<file path="src/rtl/led_matrix_scanner.sv">
// led_matrix_scanner: self-timed row-scan driver for a multi-colour LED matrix,
// with a double-buffered frame bitmap and inter-row blanking.
// Latency: all outputs are registered. A LOAD is first shown after the next frame boundary.
// Backpressure: none. LOAD is accepted on any cycle, and the last write before a swap wins.
//
// Ports:
//   clk, rst_n  - clock and asynchronous active-low reset. Reset blanks the outputs immediately.
//   enable      - scan enable. While it is low the display is dark and held at row 0.
//   load, frame - strobe and bitmap. Bit index = c*ROWS*COLS + k*ROWS + r.
//   bright      - 3-bit brightness. It is used only when LED_DIM_EN is defined.
//   row_n       - active-low row sinks. At most one bit is low at a time.
//   col         - active-high column sources. Index = c*COLS + k.
//   row_idx     - the row currently being scanned.
//   frame_done  - one-cycle pulse after the last DRIVE cycle of the last row.
// Optional feature macro: LED_DIM_EN (PWM dimming of the columns within each DRIVE phase).
module led_matrix_scanner #(
  parameter int ROWS      = 8,
  parameter int COLS      = 4,
  parameter int COLORS    = 2,
  parameter int DWELL_CYC = 16,
  parameter int BLANK_CYC = 2
) (
  input  logic                          clk,
  input  logic                          rst_n,
  input  logic                          enable,
  input  logic                          load,
  input  logic [ROWS*COLS*COLORS-1:0]   frame,
  input  logic [2:0]                    bright,
  output logic [ROWS-1:0]               row_n,
  output logic [COLS*COLORS-1:0]        col,
  output logic [$clog2(ROWS)-1:0]       row_idx,
  output logic                          frame_done
);

  localparam int RW   = $clog2(ROWS);
  localparam int NB   = ROWS * COLS * COLORS;
  localparam int NC   = COLS * COLORS;
  localparam int CMAX = (DWELL_CYC > BLANK_CYC) ? DWELL_CYC : BLANK_CYC;
  localparam int CW   = $clog2(CMAX + 1);

  localparam logic [CW-1:0] DWELL_LAST = CW'(DWELL_CYC - 1);
  localparam logic [CW-1:0] BLANK_LAST = CW'((BLANK_CYC > 0) ? BLANK_CYC - 1 : 0);
  localparam logic [RW-1:0] ROW_LAST   = RW'(ROWS - 1);

  typedef enum logic {BLANK, DRIVE} state_t;

  state_t          state, state_nxt;
  logic [CW-1:0]   cnt, cnt_nxt;
  logic [RW-1:0]   row_nxt;
  logic            wrap;
  logic            swap;
  logic            halted;
  logic [NB-1:0]   display, display_nxt;
  logic [NB-1:0]   pending;
  logic            pend_flag, pend_flag_nxt;
  logic [ROWS-1:0] row_sel;
  logic [NC-1:0]   col_map;
  logic [ROWS-1:0] row_n_nxt;
  logic [NC-1:0]   col_nxt;
  logic            lit;

  // Scan sequencer: BLANK (BLANK_CYC clocks), then DRIVE (DWELL_CYC clocks), once per row.
  always_comb begin
    state_nxt = state;
    cnt_nxt   = cnt;
    row_nxt   = row_idx;
    wrap      = 1'b0;
    if (!enable) begin
      state_nxt = BLANK;
      cnt_nxt   = '0;
      row_nxt   = '0;
    end else if (state == BLANK) begin
      if (BLANK_CYC == 0 || cnt == BLANK_LAST) begin
        state_nxt = DRIVE;
        cnt_nxt   = '0;
      end else begin
        cnt_nxt = cnt + 1'b1;
      end
    end else begin
      if (cnt == DWELL_LAST) begin
        cnt_nxt   = '0;
        state_nxt = (BLANK_CYC == 0) ? DRIVE : BLANK;
        if (row_idx == ROW_LAST) begin
          row_nxt = '0;
          wrap    = 1'b1;
        end else begin
          row_nxt = row_idx + 1'b1;
        end
      end else begin
        cnt_nxt = cnt + 1'b1;
      end
    end
  end

  // The first enabled edge after a dark period counts as a frame boundary, so a frame
  // loaded while the display was disabled appears as soon as scanning resumes.
  assign swap          = wrap | (enable & halted);
  assign display_nxt   = (swap && pend_flag) ? pending : display;
  // A LOAD on the swap edge keeps the flag set. The swap consumes the older contents.
  assign pend_flag_nxt = load | (pend_flag & ~swap);

`ifdef LED_DIM_EN
  localparam int STEP = DWELL_CYC / 8;
  logic [2:0] bright_q;
  logic [2:0] bright_use;

  // Brightness is latched in the first DRIVE cycle. The outputs are computed one cycle
  // ahead, so that cycle uses the live input and later cycles use the latched copy.
  always_ff @(posedge clk or negedge rst_n) begin
    if (!rst_n) begin
      bright_q <= '0;
    end else if (state == DRIVE && cnt == '0) begin
      bright_q <= bright;
    end
  end

  always_comb begin
    bright_use = (state == DRIVE && cnt == '0) ? bright : bright_q;
    lit        = int'(cnt_nxt) < STEP * (int'(bright_use) + 1);
  end
`else
  logic unused_bright;
  assign unused_bright = ^bright;
  assign lit           = 1'b1;
`endif

  // The outputs are computed from the next state, so the registered outputs line up
  // with the state that is current in the same cycle.
  always_comb begin
    row_sel          = '0;
    row_sel[row_nxt] = 1'b1;
    col_map          = '0;
    for (int i = 0; i < NC; i++) begin
      col_map[i] = |(display_nxt[i*ROWS +: ROWS] & row_sel);
    end
    row_n_nxt = '1;
    col_nxt   = '0;
    if (state_nxt == DRIVE) begin
      row_n_nxt = ~row_sel;
      if (lit) begin
        col_nxt = col_map;
      end
    end
  end

  always_ff @(posedge clk or negedge rst_n) begin
    if (!rst_n) begin
      state      <= BLANK;
      cnt        <= '0;
      row_idx    <= '0;
      display    <= '0;
      pending    <= '0;
      pend_flag  <= 1'b0;
      halted     <= 1'b1;
      row_n      <= '1;
      col        <= '0;
      frame_done <= 1'b0;
    end else begin
      state      <= state_nxt;
      cnt        <= cnt_nxt;
      row_idx    <= row_nxt;
      display    <= display_nxt;
      if (load) begin
        pending <= frame;
      end
      pend_flag  <= pend_flag_nxt;
      halted     <= ~enable;
      row_n      <= row_n_nxt;
      col        <= col_nxt;
      frame_done <= wrap;
    end
  end

endmodule

</file>
<file path="config.mk">
export PLATFORM = sky130hd
export DESIGN_NAME = led_matrix_scanner
export DESIGN_NICKNAME = d
export VERILOG_FILES = /design/src/rtl/led_matrix_scanner.sv
export SDC_FILE = /design/constraint.sdc
export NUM_CORES = 1
export LEC_CHECK = 0
export ABC_AREA = 1
export ABC_CLOCK_PERIOD_IN_PS = 2150
export BUFFER_PORTS_ARGS = -buffer_cell sky130_fd_sc_hd__clkbuf_2
export CAP_MARGIN = 15
export CORE_ASPECT_RATIO = 1.4
export CORE_MARGIN = 2
export CORE_UTILIZATION = 40
export DETAILED_ROUTE_END_ITERATION = 6
export GPL_TIMING_DRIVEN = 0
export SLEW_MARGIN = 20
export SYNTH_ARGS = -nofsm -noshare
export SYNTH_HDL_FRONTEND = slang
export SYNTH_SLANG_ARGS = --single-unit
</file>
<file path="constraint.sdc">
create_clock -name clk -period 2.15 [get_ports clk]
set_input_delay 0.1075 -clock clk [delete_from_list [all_inputs] [get_ports clk]]
set_output_delay 0.1075 -clock clk [all_outputs]
set_load 0.02 [all_outputs]
</file>
### Word-level counts from Yosys, hierarchy flattened

Cells that the tools add are included.

* add/subtract/negate cells: 2
* $lt $le $gt $ge: 2
* equal/unequal tests: 3
* muxes and demuxes: 21
* bitwise gates (word level): 15
* reductions and logical operators: 10

Operator list (number)
* bitwise AND 8 bit: 8
* 2-to-1 mux 64 bit: 1
* OR reduction 8 bit: 8
* 2-to-1 mux 5 bit: 4
* 2-to-1 mux 8 bit: 2
* 2-to-1 mux 3 bit: 4
* 2-to-1 mux 1 bit: 9
* inverter 8 bit: 1
* adder 5 x 1 -> 5 bit (second input constant): 1
* equality test 5 x 1 -> 1 bit (second input constant): 1
* equality test 5 x 4 -> 1 bit (second input constant): 1
* < comparator 3 x 4 -> 1 bit (second input constant): 1
* adder 3 x 1 -> 3 bit (second input constant): 1
* demux 1 bit (select 3 bit): 1
* equality test 3 bit (second input constant): 1
* greater-or-equal comparator 3 x 1 -> 1 bit (second input constant): 1
* bitwise AND 1 bit: 2
* logical AND 1 bit: 2
* inverter 1 bit: 2
* bitwise OR 1 bit: 2

* flip-flop bits (word level): 156
* input bits: 71
* output and inout bits: 20
* word-level logic and storage cells: 63

### Depth between registers and ports, before layout

Gate-level depths: netlist of the first run.

* word-level depth: 12
* depth in mapped cells: 14
* mapped depth without buffers: 14

### Least setup slack after synthesis of the first run

No wires, ideal clock.

* path kind: register -> register
* start point: reg cnt[0]
* end point: reg col[0]
* library setup time: 0.079 ns
* arrival time: 1.937 ns
* required time: 2.071 ns
* setup slack: 0.134 ns
* stages on the path, launching flop included: 14
* buffers on the path: 0
* period minus slack after synthesis: 2.016 ns
* cells stage by stage: dfrtp_1 -> ha_1 -> nand3_1 -> inv_1 -> ha_1 -> nand2_4 -> nor2_1 -> nor2_4 -> inv_4 -> nor2_4 -> nand2_1 -> nand2_1 -> nor2_1 -> a21oi_1

* cells in the longest elaborated chain, start to end: 11
* elaborated cells between the ends (all ways): 23
* classes of those cells: order compare: 2; eq/ne: 2; mux: 14; bitwise: 2; reduce/logical: 3

Ends and longest elaborated chain
* start, declared: line 48 `logic [CW-1:0] cnt, cnt_nxt;`
* start signal, assigned: line 160 `cnt <= cnt_nxt;`
* equality test 5 x 4 -> 1 bit *: line 80 `if (cnt == DWELL_LAST) begin`
* 2-to-1 mux 3 bit *: line 80
* 2-to-1 mux 3 bit *: line 72 `end else if (state == BLANK) begin`
* 2-to-1 mux 3 bit *: line 68 `if (!enable) begin`
* net row_nxt[0]: line 49 `logic [RW-1:0] row_nxt;`
* < comparator 3 x 4 -> 1 bit (implied by the code) / greater-or-equal comparator 3 x 1 -> 1 bit (equally long branches): line 131 `row_sel[row_nxt] = 1'b1;`
* logical AND 1 bit (implied by the code): line 131
* 2-to-1 mux 1 bit (implied by the code): line 131
* demux 1 bit (select 3 bit) *: line 131
* bitwise AND 8 bit *: line 134 `col_map[i] = |(display_nxt[i*ROWS +: ROWS] & row_sel);`
* OR reduction 8 bit *: line 134
* 2-to-1 mux 8 bit *: line 138 `if (state_nxt == DRIVE) begin`
* net col_nxt[0]: line 59 `logic [NC-1:0] col_nxt;`
* end signal, assigned: line 169 `col <= col_nxt;`
* end, declared: line 30 `output logic [COLS*COLORS-1:0] col,`

The timed path passes the listed nets; every way through them passes the cells marked *.
A chain may end at the register's enable or synchronous reset.

### Worst setup path in the final report of the first run

* start point: reg cnt[1]
* end point: reg col[7]

* elaborated cells between the ends (all ways): 23
* classes of those cells: order compare: 2; eq/ne: 2; mux: 14; bitwise: 2; reduce/logical: 3

RTL lines
* equality test 5 x 4 -> 1 bit: line 80
* 2-to-1 mux 1 bit: line 80
* 2-to-1 mux 1 bit: line 72
* 2-to-1 mux 1 bit: line 68
* bitwise OR 1 bit: line 97 `assign swap = wrap | (enable & halted);`
* logical AND 1 bit: line 98 `assign display_nxt = (swap && pend_flag) ? pending : display;`
* 2-to-1 mux 64 bit: line 98
* net display_nxt[58]: line 53 `logic [NB-1:0] display, display_nxt;`
* bitwise AND 8 bit: line 134
* OR reduction 8 bit: line 134
* 2-to-1 mux 8 bit: line 138
* net col_nxt[7]: line 59

The timed path passes the listed nets, and every way through them passes these cells.

==> results of run 1 <==
per-layer routing:
layer	global-route usage	up-vias	share of wire
met3	0.0302	24	0.036
li1	-	2557	-
met4	0.111	0	0.024
met5	0	-	0
met2	0.362	169	0.53
met1	0.269	2689	0.41
registers in the layout (all words and copies together), names as in the netlist, 3 cells and up:
signal,count
display,64
pending,64
cnt,5
col,8
row_n,8
row_idx,3
power groups by stage:
stage | clock network [W] | registers, W | logic, W
2_1_floorplan | 0 | 0.00351 | 0.000541
3_3_place_gp | 0 | 0.00352 | 0.000837
3_5_place_dp | 0 | 0.00354 | 0.000883
4_1_cts | 0.00345 | 0.00349 | 0.00109
5_1_grt | 0.00359 | 0.00355 | 0.00141
6_report | 0.00342 | 0.00352 | 0.00128
repair_timing:
action | 4_1_cts | 5_1_grt
endpoints found under the hold margin | 114 | 0
hold buffers | 66 | 0
gates cloned | 8 | 7
setup endpoints to repair | 69 | 12
buffers inserted | 25 | 27
pin swaps | 26 | 73
resized for setup | 62 | 94
Yosys cell counts:
cell / instances
nor2_2: 4
nor2_1: 26
nand3_1: 69
o21ai_2: 1
nor3_1: 1
o211ai_1: 1
nor2_4: 7
xnor2_1: 1
nand2_1: 245
o21bai_1: 1
xor2_1: 1
inv_1: 15
inv_4: 1
buf_4: 6
dfrtp_1: 147
nand2_2: 1
dfstp_2: 9
ha_1: 6
nor3_2: 1
a21oi_1: 9
mux2_2: 64
clkbuf_1: 13
o21ai_0: 1
buf_2: 8
nand2_4: 1
buf_1: 1
stage by stage:
stage                     utilization  total power [W]
after floorplan                     -          0.00405
after global placement          0.448          0.00436
after detailed placement        0.452          0.00442
after CTS                       0.566          0.00804
after global routing            0.608          0.00855
final                           0.608          0.00822
logic make-up after synthesis:
logic type                 after synthesis
DFF                                    156
xor gates and xnor gates                 2
muxes                                   64
buffers and inverters                   44
adders and majority gates                6
and+or+nand+nor                        355
AOI/OAI and AO/OA                       13
worst max path at each step:
stage	startpoint	to	slack, ns
after floorplan	cnt[0]	col[0]	0.13
after global placement	rst_n	pending[2]	-1.60
after detailed placement	cnt[0]	col[0]	-0.46
after CTS	cnt[1]	col[0]	-0.05
after global routing	cnt[1]	col[7]	-0.22
final	cnt[1]	col[7]	-0.07
final cells by class:
type	instances	area, sq um	area share
tap	199	249	0.0255
clock inverter	7	185	0.0190
timing repair buffer	216	1830	0.188
multi-input combinational	443	2780	0.285
buffer	28	240	0.0246
sequential	156	3920	0.401
inverter	16	62.6	0.00642
clock buffer	25	485	0.0498
worst register-to-register path: cells and delay by family (launching register included):
family	cells	cell delay, ns
AND/OR/NAND/NOR	7	0.54
buffers and inverters	4	0.54
flip-flops	1	0.41
AO/OA/AOI/OAI	2	0.33
adder cells (fa/ha/maj)	2	0.32
==> impl_metrics.ini, run 1 <==
[synth]
syn_area_sq_um = 6500
ys_ff_latch = 156
synth_compound_area_frac = 0.0114
ys_seq_area_frac = 0.602
synth_top_area_share = 0.566
synth-xor-area-share = 0.00269
synthMuxAreaShare = 0.111
synth_top_family_by_area = simple AND/OR/NAND/NOR gates
synth_top_cells_by_area = dfrtp_1, nand2_1, mux2_2, nand3_1, dfstp_2
synth_fa_ha_area_frac = 0.0115
yosysWarnings = 0
netlist_instances = 640
yosys.area.top_type = dfrtp_1
mappedNetlistNets = 717
yosys.area_share.simple = 0.231
yosysUniqueCellTypes = 26
synth_area_per_cell_sq_um = 10.2

[floorplan]
die_area_sq_um = 17300
coreArea_sq_um = 16000
rows = 55
start_util = 0.405
fp.dieW_um = 112
die_y_um = 155
boundaryPins = 91

[timing]
finalSetupViolations = 8
min_period_ns = 2.22
fin_hold_ws_ns = 0.202
final_hold_viol_count = 0
fmax_ghz = 0.451
clock_skew_ns = 0.0117
finalMaxSlewViolations = 0
relSlewSlack = 0.367
fin_crit_sh = 1.03
fin_setup_tns_ns = -0.348
rsz0062_at_grt = true
worst_pin_slew_ns = 0.949
timing.final.ws_setup_ns = -0.0672

[clock_tree]
cts_buffers = 17
cts_tree = yes
clock_latency_ns = 0.42
clockRootBuffer = clkbuf_16
clock_path_buffers = 2
clkTransAtPathRegs_ns = 0.06
htree_num_levels = 4
clock-sinks = 156

[pwr]
pwr-share-seq = 0.428
switching_share = 0.244
p_switching_w = 0.00201
ir_drop_mv = 0.489
power.density_nw_per_um2 = 843
p_int_w = 0.00621
p_clk_frac = 0.416
p_leak_nw = 4.72
combPwrFrac = 0.156

[routing]
vias = 5439
drtAntennaViolNets = 0
drtIter0Drc = 334
post-route-drc-count = 0
finalWirelength_um = 19100
via_per_inst = 4.99
wl_per_cell_um = 17.5
dr.pass1.iters = 4

[worst_setup_path]
path_buf_inv = 4
rr_worst_depth = 15
rr_endpoint = col[7]
crit_fanout = 8
path_cells = ha_4 > nand3_4 > inv_2 > ha_4 > nand2_8 > o21ai_4 > buf_12 > clkbuf_16 > buf_8 > nand3_1 > nand2_2 > nand2_1 > nand2_2 > nor2_4 > a21oi_2
r2r_start = cnt[1]
max_stage_delay_ns = 0.41
required_ns = 2.49
arrival_ns = 2.55
path_class = flop to flop
start_kind = flop
cp_slowest_cell = dfrtp_1
critPathTopFamily = simple AND/OR/NAND/NOR gates
r2r_setup_slack_ns = -0.07
worst_setup_path_end_kind = flop
cp.depth = 15

[layout]
fin_cells = 1090
final_cell_mix = nand2_1, dfrtp_1, clkbuf_2
areaGrowthSynthToFinish_pct = 50.0
final_common_cell = nand2_1
nFillCells = 1239
finalInstanceArea_sq_um = 9750
drive_gt1_frac = 0.418
n_antenna_cell = 0
nets = 955

[global_routing]
first_global_vias = 5495
grt_max_degree = 59
antenna_found_initial = 0
overflow = 0
groute.usage.overall = 0.215
grt_pass1_wl_um = 28500

[outcome]
status = finished with violations
failed_checks = negative setup slack

[placed_design]
dp_slack_ns = -0.456
dp_hpwl_um = 11400
placed_cells = 926
place_area_sq_um = 7240
io_buffers = 85
gp_congestion = 0.847

[hold_path]
hp-class = input pin to async pin

[flow_run]
maxCapViolCount = 0
Note: power is estimated with default switching activity, not from simulation.
==> run 2: changes to the inputs <==
--- a/config.mk
+++ b/config.mk
@@ -6,7 +6,7 @@
 export NUM_CORES = 1
 export LEC_CHECK = 0
 export ABC_AREA = 1
-export ABC_CLOCK_PERIOD_IN_PS = 2150
+export ABC_CLOCK_PERIOD_IN_PS = 2800
 export BUFFER_PORTS_ARGS = -buffer_cell sky130_fd_sc_hd__clkbuf_2
 export CAP_MARGIN = 15
 export CORE_ASPECT_RATIO = 1.4
==> constraint.sdc (replaced) <==
create_clock -name clk -period 2.8 [get_ports clk]
set_input_delay 0.14 -clock clk [delete_from_list [all_inputs] [get_ports clk]]
set_output_delay 0.14 -clock clk [all_outputs]
set_load 0.02 [all_outputs]
==> impl_metrics.ini, run 2 (same netlist as run 1, synthesis figures left out) <==
[outcome]
status = completed

[layout]
final_common_cell = nand2_1
n_antenna_cell = 0
nets = 889
nFillCells = 1412
drive_gt1_frac = 0.264
fin_cells = 1024
biggestRegsByFlops = display (64), pending (64)
areaGrowthSynthToFinish_pct = 32.0
final_cell_mix = nand2_1, dfrtp_1, clkbuf_2
final_util = 0.535
regArea_sq_um = 3920
multi_input_area_sq_um = 2400

[clock_tree]
clock-sinks = 156
clkTransAtPathRegs_ns = 0.06
clock_path_buffers = 2
clock_latency_ns = 0.42
clockRootBuffer = clkbuf_16
cts_tree = yes
htree_num_levels = 4
postCtsSetupRepairBufs = 0
cts_buffers = 17

[timing]
rsz0062_at_grt = false
finalSetupViolations = 0
fin_crit_sh = 0.901
relSlewSlack = 0.395
finalMaxSlewViolations = 0
worst_pin_slew_ns = 0.907
min_period_ns = 2.52
final_hold_viol_count = 0
clock_skew_ns = 0.00672
timing.final.ws_setup_ns = 0.277
fin_setup_tns_ns = 0
fmax_ghz = 0.396

[global_routing]
groute.usage.overall = 0.200
overflow = 0
grt_max_degree = 59
antenna_found_initial = 0
grt_pass1_wl_um = 26700
first_global_vias = 5259

[worst_setup_path]
start_kind = flop
startpoint = cnt[0]
path_class = flop to flop
arrival_ns = 2.84
crit_fanout = 10
r2r_start = cnt[0]
worst_setup_path_end_kind = flop
required_ns = 3.12

[placed_design]
placed_cells = 926
dp_slack_ns = 0.194
gp_congestion = 0.847
io_buffers = 85
dp_hpwl_um = 11400

[routing]
dr.pass1.iters = 5
vias = 5015
drtAntennaViolNets = 0
post-route-drc-count = 0
drtIter0Drc = 303
finalWirelength_um = 16400
via_per_inst = 4.90
wl_per_cell_um = 16.0

[hold_path]
hp-class = input pin to async pin

[floorplan]
die_area_sq_um = 17300
start_util = 0.405
fp.dieW_um = 112
coreArea_sq_um = 16000
rows = 55
die_y_um = 155
boundaryPins = 91

[pwr]
ir_drop_mv = 0.397
power.density_nw_per_um2 = 705
p_total_w = 0.00605
p_leak_nw = 4.27

[flow_run]
maxCapViolCount = 0
run 2: changes by cell type in the layout (fill, tap and decap cells not counted), moves of 7 or more:
cell	previous run	this run
buf_12	7	0
nand2_1	187	244
nand3_1	58	69
nand3_2	10	0
buf_4	40	6
nor2_4	15	7
nor2_1	14	26
nand2_2	54	2
buf_6	7	0
buf_8	9	0
run 2: worst paths after layout:
kind / endpoint / slack, ns / cells after the start
worst min-delay path: pending[45] / 0.23 / 2
max in group asynchronous: row_n[3] / 1.61 / 4
worst min register to register: display[59] / 0.47 / 2
min in group clk: pending[3] / 0.29 / 2
worst max register to register: col[0] / 0.28 / 14
worst max-delay path: col[0] / 0.28 / 14
run 2: final cells by class:
type | instances | area share
clock buffer | 25 | 0.0566
timing repair buffer | 153 | 0.134
sequential | 156 | 0.456
tap | 199 | 0.0290
inverter | 16 | 0.00729
buffer | 28 | 0.0160
multi-input combinational | 440 | 0.279
clock inverter | 7 | 0.0216
run 2: per-stage QoR:
| step | area [sq um] | hold slack, ns |
|---|---|---|
| 3_5_place_dp | 7240 | 0.125 |
| 6_report | 8580 | 0.235 |
| 2_1_floorplan | 6500 | -0.156 |
| 4_1_cts | 8570 | 0.252 |
| 5_1_grt | 8580 | 0.276 |
| 3_3_place_gp | 7180 | 0.374 |
run 2: report_power, final:
group / leakage [nW] / internal [W] / switching [W]
sequential: 1.90 / 0.00255 / 0.000130
combinational: 2.04 / 0.000326 / 0.000423
clock: 0.326 / 0.00174 / 0.000878
run 2: per-layer routing:
layer  GRT usage  routed length, um  vias up
li1            -                  -     2416
met1       0.247               6980     2454
met2       0.345               8430      122
met3      0.0306                538       23
met4      0.0941                478        0
met5           0                  0        -
run 2: critical path: stages (launching register included):
cell     delay (ns)
dfrtp_1        0.39
ha_1           0.20
nand3_1        0.11
inv_1          0.08
ha_1           0.20
nand2_4        0.11
o21ai_4        0.24
buf_4          0.24
buf_4          0.20
nand3_1        0.09
nand2_1        0.11
nand2_1        0.06
nand2_1        0.11
nor2_1         0.07
a21oi_1        0.21
run 2: repair_timing:
action,in CTS,in global routing
endpoints found under the setup margin,0,6
hold buffers,66,0
endpoints found under the hold margin,114,0
gates resized for setup,0,2
==> run 3: changes to the inputs <==
--- a/config.mk
+++ b/config.mk
@@ -5,7 +5,6 @@
 export SDC_FILE = /design/constraint.sdc
 export NUM_CORES = 1
 export LEC_CHECK = 0
-export ABC_AREA = 1
 export ABC_CLOCK_PERIOD_IN_PS = 2800
 export BUFFER_PORTS_ARGS = -buffer_cell sky130_fd_sc_hd__clkbuf_2
 export CAP_MARGIN = 15
==> impl_metrics.ini, run 3 <==
[clock_tree]
clockRootBuffer = clkbuf_16
htree_num_levels = 4
clkTransAtPathRegs_ns = 0.06
cts_buffers = 17
clock_latency_ns = 0.42
cts_tree = yes
clock_path_buffers = 2
clock-sinks = 156

[worst_setup_path]
arrival_ns = 2.90
worst_setup_path_end_kind = flop
rr_endpoint = col[7]
start_kind = flop
path_class = flop to flop
path_cells = ha_1 > and3_1 > ha_4 > and4_1 > a31oi_4 > clkbuf_2 > nor3_4 > buf_4 > a32oi_1 > a41oi_1
cp_slowest_cell = dfrtp_1
required_ns = 3.06
max_stage_delay_ns = 0.41
path_buf_inv = 2
r2r_setup_slack_ns = 0.16
rr_worst_depth = 10
startpoint = cnt[0]
r2r_start = cnt[0]
crit_fanout = 10
critPathTopFamily = compound AO/OA/AOI/OAI gates

[routing]
vias = 4077
dr.pass1.iters = 4
via_per_inst = 5.10
post-route-drc-count = 0
drtAntennaViolNets = 0
wl_per_cell_um = 18.5
finalWirelength_um = 14800
drtIter0Drc = 169

[synth]
yosysMostFrequentCell = dfrtp_1
yosys.area.top_type = dfrtp_1
yosysUniqueCellTypes = 37
synth_top_area_share = 0.584
netlist_instances = 406
syn_area_sq_um = 6290
yosysWarnings = 0
ys_ff_latch = 156
synth_top_cells_by_area = dfrtp_1, mux2_2, dfstp_2, a32oi_1, ha_1
ys_seq_area_frac = 0.622
yosys-top-cells-count = dfrtp_1, mux2_2, a32oi_1
mappedNetlistNets = 483
synth-edff-count = 0
synth_area_per_cell_sq_um = 15.5
synth_ff_type = dfrtp_1
async_flop_share = 1.00

[pwr]
ir_drop_mv = 0.420
p_leak_nw = 3.70
power.density_nw_per_um2 = 714

[timing]
finalSetupViolations = 0
fin_hold_ws_ns = 0.255
fmax_ghz = 0.379
fin_setup_tns_ns = 0
fin_crit_sh = 0.942
clock_skew_ns = 0.00554
min_period_ns = 2.64
worst_pin_slew_ns = 0.661
relSlewSlack = 0.559
finalMaxSlewViolations = 0
final_hold_viol_count = 0

[layout]
biggestRegsByFlops = display (64), pending (64)
areaGrowthSynthToFinish_pct = 34.9
final_common_cell = dfrtp_1
n_antenna_cell = 0
drive_gt1_frac = 0.493
nets = 668
final_cell_mix = dfrtp_1, mux2_2, clkbuf_2
final_util = 0.549

[flow_run]
maxCapViolCount = 0

[global_routing]
antenna_found_initial = 0
overflow = 0
grt_pass1_wl_um = 23800
first_global_vias = 4372
grt_max_degree = 92
groute.usage.overall = 0.191

[floorplan]
die_area_sq_um = 16800
rows = 54
fp.dieW_um = 110
start_util = 0.407
die_y_um = 152
boundaryPins = 91
coreArea_sq_um = 15500

[hold_path]
hp-class = input pin to async pin

[placed_design]
gp_congestion = 0.788
dp_hpwl_um = 9710
io_buffers = 85

[outcome]
status = completed
==> run 3: cell count changes after synthesis, sizes merged, moves of 9 or more <==
cell / delta
a21oi: -9
a32oi: +24
mux2: +64
nand2: -241
nand3: -62
nor2: -29
==> run 3: layout make-up <==
cell class | instances | area, sq um
plain buffers | 20 | 134
repair buffers | 166 | 1240
well taps | 196 | 245
multi-input cells | 221 | 2260
flip-flops and latches | 156 | 3920
fillers | 1249 | 6980
clock inverters | 13 | 220
clock buffers | 19 | 443
inverters | 9 | 36.3
==> run 3: power by group <==
part	internal [W]	switching [W]	total, W	leakage (nW)
registers	0.00259	0.000121	0.00272	1.85
clock network	0.00169	0.000880	0.00257	0.323
logic	0.000427	0.000357	0.000784	1.52
total	0.00471	0.00136	0.00607	3.70
==> run 3: how the worst max path moves through the flow <==
stage / end / slack [ns] / cells past startpoint
after floorplan: col[1] / 0.48 / 10
after global placement: pending[18] / -0.97 / 1
after detailed placement: col[5] / -0.25 / 9
after CTS: col[0] / 0.03 / 9
after global routing: col[0] / -0.03 / 8
final: col[7] / 0.16 / 10
==> run 3: through the flow <==
step | power, W | area, sq um | cells | worst slack [ns]
floorplan | 0.00320 | 6290 | 406 | 0.479
global placement | 0.00343 | 6970 | 687 | -0.971
detailed placement | 0.00347 | 7000 | 688 | -0.252
CTS | 0.00613 | 8460 | 798 | 0.0286
global route | 0.00634 | 8490 | 800 | -0.0312
finish | 0.00607 | 8490 | 800 | 0.163
==> run 3: per-layer routing <==
layer | up-vias | part of all wire | wire length (um) | global-route usage
met1 | 2071 | 0.43 | 6320 | 0.252
met5 | - | 0 | 0 | 0
met3 | 34 | 0.039 | 577 | 0.0385
met2 | 89 | 0.50 | 7430 | 0.303
li1 | 1883 | - | - | -
met4 | 0 | 0.030 | 448 | 0.0862
==> run 3: what timing repair did <==
| item | 4_1_cts | 5_1_grt |
|---|---|---|
| gates cloned | 0 | 0 |
| pin swaps | 5 | 2 |
| buffers inserted | 12 | 2 |
| endpoints found under the hold margin | 122 | 0 |
| hold buffers | 66 | 0 |
| endpoints found under the setup margin | 8 | 9 |
| gates resized for setup | 6 | 3 |
==> run 3: worst register-to-register path, cell delays in order, from the launching register on <==
cell	delay, ns
dfrtp_1	0.41
ha_1	0.23
and3_1	0.23
ha_4	0.19
and4_1	0.17
a31oi_4	0.26
clkbuf_2	0.38
nor3_4	0.08
buf_4	0.17
a32oi_1	0.20
a41oi_1	0.18
==> run 3: kinds of logic (layout without fill, tap and decap cells) <==
logic type / Yosys count / after routing / share of synthesized area
mux: 128 / 128 / 0.229
fa+ha+maj: 6 / 6 / 0.0119
xor+xnor: 2 / 2 / 0.00278
buf+inv: 29 / 227 / 0.0266
compound gates: 48 / 48 / 0.0680
simple gates: 37 / 37 / 0.0398
flops: 156 / 156 / 0.622
